===== src/rtl/pipe_mem_wb_skid.sv =====
// MEM/WB pipeline stage with a two-entry skid buffer,
// final write-back mux and a back-pressure cycle counter.
module pipe_mem_wb_skid #(
  parameter int unsigned DATA_W      = 32,
  parameter int unsigned ADDR_W      = 5,
  parameter int unsigned CNT_W       = 16,
  parameter bit          ZERO_REG_WB = 1'b1
) (
  input  logic              clk_i,
  input  logic              rst_i,
  input  logic              flush_i,
  input  logic              in_valid_i,
  output logic              in_ready_o,
  input  logic [DATA_W-1:0] alu_res_i,
  input  logic [DATA_W-1:0] read_data_i,
  input  logic [ADDR_W-1:0] rd_addr_i,
  input  logic              mem_to_reg_i,
  input  logic              reg_write_i,
  output logic              out_valid_o,
  input  logic              out_ready_i,
  output logic [DATA_W-1:0] alu_res_o,
  output logic [DATA_W-1:0] read_data_o,
  output logic [ADDR_W-1:0] rd_addr_o,
  output logic              mem_to_reg_o,
  output logic              reg_write_o,
  output logic [DATA_W-1:0] wb_data_o,
  output logic              wb_we_o,
  output logic [CNT_W-1:0]  bp_cnt_o
);

  typedef struct packed {
    logic [DATA_W-1:0] alu_res;
    logic [DATA_W-1:0] read_data;
    logic [ADDR_W-1:0] rd_addr;
    logic              mem_to_reg;
    logic              reg_write;
  } mem_wb_t;

  mem_wb_t          in_d;
  mem_wb_t          out_q;
  mem_wb_t          skid_q;
  logic             out_v_q;
  logic             skid_v_q;
  logic [CNT_W-1:0] bp_q;
  logic             accept;
  logic             consume;
  logic             rd_ok;

  assign in_d = '{
    alu_res:    alu_res_i,
    read_data:  read_data_i,
    rd_addr:    rd_addr_i,
    mem_to_reg: mem_to_reg_i,
    reg_write:  reg_write_i
  };

  // Ready depends only on skid occupancy, never on out_ready_i.
  assign in_ready_o = ~skid_v_q;
  assign accept     = in_valid_i & in_ready_o;
  assign consume    = out_v_q & out_ready_i;

  always_ff @(posedge clk_i or negedge rst_i) begin
    if (!rst_i) begin
      out_q    <= '0;
      skid_q   <= '0;
      out_v_q  <= 1'b0;
      skid_v_q <= 1'b0;
    end else if (flush_i) begin
      out_v_q  <= 1'b0;
      skid_v_q <= 1'b0;
    end else if (consume && skid_v_q) begin
      out_q <= skid_q;
      if (accept) begin
        skid_q <= in_d;
      end else begin
        skid_v_q <= 1'b0;
      end
    end else if (consume) begin
      out_v_q <= accept;
      if (accept) begin
        out_q <= in_d;
      end
    end else if (!out_v_q) begin
      if (accept) begin
        out_q   <= in_d;
        out_v_q <= 1'b1;
      end
    end else if (accept) begin
      skid_q   <= in_d;
      skid_v_q <= 1'b1;
    end
  end

  always_ff @(posedge clk_i or negedge rst_i) begin
    if (!rst_i) begin
      bp_q <= '0;
    end else if (out_v_q && !out_ready_i && (bp_q != {CNT_W{1'b1}})) begin
      bp_q <= bp_q + 1'b1;
    end
  end

  assign out_valid_o  = out_v_q;
  assign alu_res_o    = out_q.alu_res;
  assign read_data_o  = out_q.read_data;
  assign rd_addr_o    = out_q.rd_addr;
  assign mem_to_reg_o = out_q.mem_to_reg;
  assign reg_write_o  = out_q.reg_write;
  assign bp_cnt_o     = bp_q;

  assign rd_ok     = (out_q.rd_addr != '0) || !ZERO_REG_WB;
  assign wb_data_o = out_q.mem_to_reg ? out_q.read_data : out_q.alu_res;
  assign wb_we_o   = out_v_q & out_q.reg_write & rd_ok;

endmodule


===== config.mk =====
export PLATFORM = sky130hd
export DESIGN_NAME = pipe_mem_wb_skid
export DESIGN_NICKNAME = d
export VERILOG_FILES = /design/src/rtl/pipe_mem_wb_skid.sv
export SDC_FILE = /design/constraint.sdc
export NUM_CORES = 1
export LEC_CHECK = 0
export ABC_CLOCK_PERIOD_IN_PS = 2200
export BUFFER_PORTS_ARGS = -buffer_cell sky130_fd_sc_hd__buf_2
export CAP_MARGIN = 20
export CELL_PAD_IN_SITES_DETAIL_PLACEMENT = 1
export CELL_PAD_IN_SITES_GLOBAL_PLACEMENT = 2
export CORE_UTILIZATION = 28
export DETAILED_ROUTE_END_ITERATION = 12
export PLACE_DENSITY = 0.65
export SLEW_MARGIN = 30
export SYNTH_ARGS = -nofsm -noshare
export SYNTH_HDL_FRONTEND = slang
export SYNTH_SLANG_ARGS = --single-unit
export TNS_END_PERCENT = 5

===== constraint.sdc =====
create_clock -name clk_i -period 2.2 [get_ports clk_i]
set_clock_uncertainty 0.1 [all_clocks]
set_input_delay 0.33 -clock clk_i [delete_from_list [all_inputs] [get_ports clk_i]]
set_output_delay 0.33 -clock clk_i [all_outputs]
set_load 0.01 [all_outputs]

==> impl_results.md <==
- Unique cell type count in the Yosys netlist: 36
- Total length of routed wires: 19.6 mm
- Final critical-path share of the clock period: ~94%
- Final nets: 855
- Die footprint: around 26,000 um^2
- Clock transition at the registers of the reported paths: 70 ps
- Number of remaining DRC errors: 0
- Top flip-flop cell by instance count after synthesis: sky130_fd_sc_hd__dfrtp_1
- Die extent in x: 162 um
- Combined area of all synthesized cells: 7140 um^2
- Ratio of total power to cell area: 973 nW/um^2
- Average wire per cell in the routed design: ~17 um
- Routed Antenna Nets: 0
- Initial Util: about 28%
- Worst slew margin relative to its limit: between 60% and 70%
- Setup TNS: 0 ps
- Yosys warns: 0
- Final worst path period need: just over 2000 ps
- Type of the setup path with the least slack: reg -> out
- Area of the core: 25,100 um^2
- CTS buffer count: 17
- Clock Path Buffers: 2
- Data arrival, critical path: roughly 1600 ps
- Detailed-placement wirelength estimate: ~14 mm
- Antenna violations before repair: 4
- Crit Path Max Fanout: 3
- Cell count after placement: 1,088
- Largest net degree at the start of global routing: 55
- Max Clk Rate: between 400 and 500 MHz
- Category of the worst setup path capture point: output port
- Clock tree from TritonCTS: built
- Via count of the routed design: 5,245
- Count of non-filler cells in the finished layout: 1,122
- Register area share after synthesis: 56.1%
- Global-route usage over all layers: 15.5%
- Fraction of layout cells with a size suffix above 1: between 40 and 50%
- Count of final hold-check violations: 0
- Post-layout total power: 9.03 mW
- Quantity of gates resized following cts: 0
- DR pass1 iterations: 4
- Average footprint of a synthesized cell: 12.3 um^2
- Worst Max-Slew Pin Slew: 472 ps
- Pins over their slew limit: 0
- Cell count after synthesis: 579
- Final setup fails: 0
- Maxcap violations: 0
- Count of buffers from port buffering: approximately 200
- Placement row count: 58
- Peak supply drop: around 0.34 mV
- Number of synthesized flops with an enable pin: 0
- Clock latency of the later-clocked register in the worst-skew pair: 420 ps
- Detailed-route vias per instance: 4.67
- Path class of the lowest-slack min-delay path: in -> reg
- RSZ-0062 raised after global routing: no
- Fraction of registers with async set or reset after synthesis: between 90% and 100%
- Flops & latches, synth: 160
- Synthesized Nets: 656
- Core utilization of the finished layout: 37.0%
- Synth-to-Final Area Change: 30.0%
- Global-route wire length before repair: between 30 and 40 mm
- Number of global-route vias before repair: ~5,600
- # H-tree levels: 4
- Number of design-rule violations left by the first detailed-router iteration: 194
- Top-Level Pins: about 200
- Sort of element at the start of the critical path: flop
- Static leakage: between 4 and 5 nW
- Global route total overflow: 0
- Clock root buffer: sky130_fd_sc_hd__clkbuf_16
- Final GP Congestion: approximately 0.78
- Data required time at the worst endpoint: 1770 ps
- Die Y-Extent: ~160 um
- Result of the run: finished, final reports clean
- CTS Sinks: 160
worst paths after layout:
check	startpoint	end	slack, ps	depth (start not counted)
max in group asynchronous	rst_i	alu_res_o[25]	980	3
min in group asynchronous	rst_i	skid_q[3]	320	2
worst max-delay path	rd_addr_o[1]	wb_we_o	140	3
worst max register to register	skid_v_q	skid_q[68]	220	4
worst min register to register	skid_q[38]	skid_q[38]	390	1
worst min-delay path	alu_res_i[6]	skid_q[45]	50	2
timing repair:
item	4_1_cts	5_1_grt
setup buffers	0	0
hold endpoints to repair	42	0
hold buffers	1	0
placed cells by master (no fill, tap or decap), types with 2 or more instances in the layout:
cell	count
sky130_fd_sc_hd__nor3_1	2
sky130_fd_sc_hd__nand2b_1	2
sky130_fd_sc_hd__clkinv_4	2
sky130_fd_sc_hd__inv_1	3
sky130_fd_sc_hd__a21oi_1	72
sky130_fd_sc_hd__clkbuf_16	17
sky130_fd_sc_hd__dfrtp_1	159
sky130_fd_sc_hd__buf_2	196
sky130_fd_sc_hd__buf_12	11
sky130_fd_sc_hd__clkinv_2	2
sky130_fd_sc_hd__nand4_1	4
sky130_fd_sc_hd__nand2_1	7
sky130_fd_sc_hd__buf_4	6
sky130_fd_sc_hd__mux2_2	98
sky130_fd_sc_hd__xnor2_1	5
sky130_fd_sc_hd__xor2_1	10
sky130_fd_sc_hd__nand3_1	5
sky130_fd_sc_hd__inv_8	4
sky130_fd_sc_hd__mux2i_1	71
sky130_fd_sc_hd__nor2_1	77
sky130_fd_sc_hd__inv_6	5
sky130_fd_sc_hd__mux2_1	6
sky130_fd_sc_hd__nor4_1	3
per-stage QoR:
step / worst slack, ps / instance area, um^2 / hold slack, ps
after global routing: 60.7 / 9280 / 39.8
after detailed placement: 209 / 8680 / 211
after CTS: 96.7 / 9280 / 29.5
after floorplan: 405 / 7140 / -65.6
after global placement: 279 / 8680 / 205
final: 139 / 9280 / 49.4
flip-flops by register name, summed over array words and instances (netlist names):
| name | cells |
|---|---|
| alu_res_o | 32 |
| skid_q | 71 |
| read_data_o | 32 |
| bp_cnt_o | 16 |
| out_valid_o | 1 |
| rd_addr_o | 5 |
| skid_v_q | 1 |
| reg_write_o | 1 |
| mem_to_reg_o | 1 |
power by group:
part | leakage, nW | internal [mW] | switching [mW]
Sequential | 1.89 | 3.59 | 0.502
Combinational | 2.44 | 1.01 | 0.935
Clock | 0.294 | 1.64 | 1.35
layout make-up:
class                   instances  area [um^2]
flip-flops and latches        160         4010
fillers                      2793        15800
repair buffers                215         1270
diodes                          1         2.50
multi-input cells             381         3000
inverters                       3         11.3
clock inverters                14          146
well taps                     330          413
clock buffers                  18          439
critical path, stage by stage, from the launching register on:
cell and delay (ps):
sky130_fd_sc_hd__dfrtp_1 390, sky130_fd_sc_hd__or3_1 390, sky130_fd_sc_hd__o311a_1 290, sky130_fd_sc_hd__buf_2 140
kinds of logic (layout without fill, tap and decap cells):
group / Yosys count / count (layout) / share of synthesized area, %
AND/OR/NAND/NOR: 113 / 113 / 7.57
multiplexers: 175 / 175 / 26.4
other: 0 / 1 / 0
buffers and inverters: 38 / 250 / 2.31
flip-flops: 160 / 160 / 56.1
XOR/XNOR: 15 / 15 / 1.84
adder cells (fa/ha/maj): 1 / 1 / 0.175
AO/OA/AOI/OAI: 77 / 77 / 5.66
layer usage:
metal / global-route usage, % / vias to the layer above / part of all wire, %
li1: - / 2444 / -
met1: 20.4 / 2662 / 46
met2: 25.3 / 121 / 48
met3: 4.01 / 14 / 4.7
met4: 4.29 / 4 / 1.1
met5: 0 / - / 0.12
synth_stat cells (3+ instances only):
| library cell | count | area share, % |
|---|---|---|
| sky130_fd_sc_hd__mux2_2 | 98 | 15 |
| sky130_fd_sc_hd__xnor2_1 | 5 | 0.61 |
| sky130_fd_sc_hd__nand2_1 | 7 | 0.37 |
| sky130_fd_sc_hd__nand3_1 | 6 | 0.42 |
| sky130_fd_sc_hd__mux2_1 | 6 | 0.95 |
| sky130_fd_sc_hd__nand4_1 | 4 | 0.35 |
| sky130_fd_sc_hd__dfrtp_1 | 160 | 56 |
| sky130_fd_sc_hd__buf_2 | 18 | 1.3 |
| sky130_fd_sc_hd__a21oi_1 | 72 | 5.0 |
| sky130_fd_sc_hd__xor2_1 | 10 | 1.2 |
| sky130_fd_sc_hd__clkbuf_1 | 11 | 0.58 |
| sky130_fd_sc_hd__buf_1 | 6 | 0.32 |
| sky130_fd_sc_hd__inv_1 | 3 | 0.16 |
| sky130_fd_sc_hd__nor2_1 | 77 | 4.0 |
| sky130_fd_sc_hd__mux2i_1 | 71 | 10 |
| sky130_fd_sc_hd__nor4_1 | 3 | 0.26 |
(Power assumes the default switching activity.)
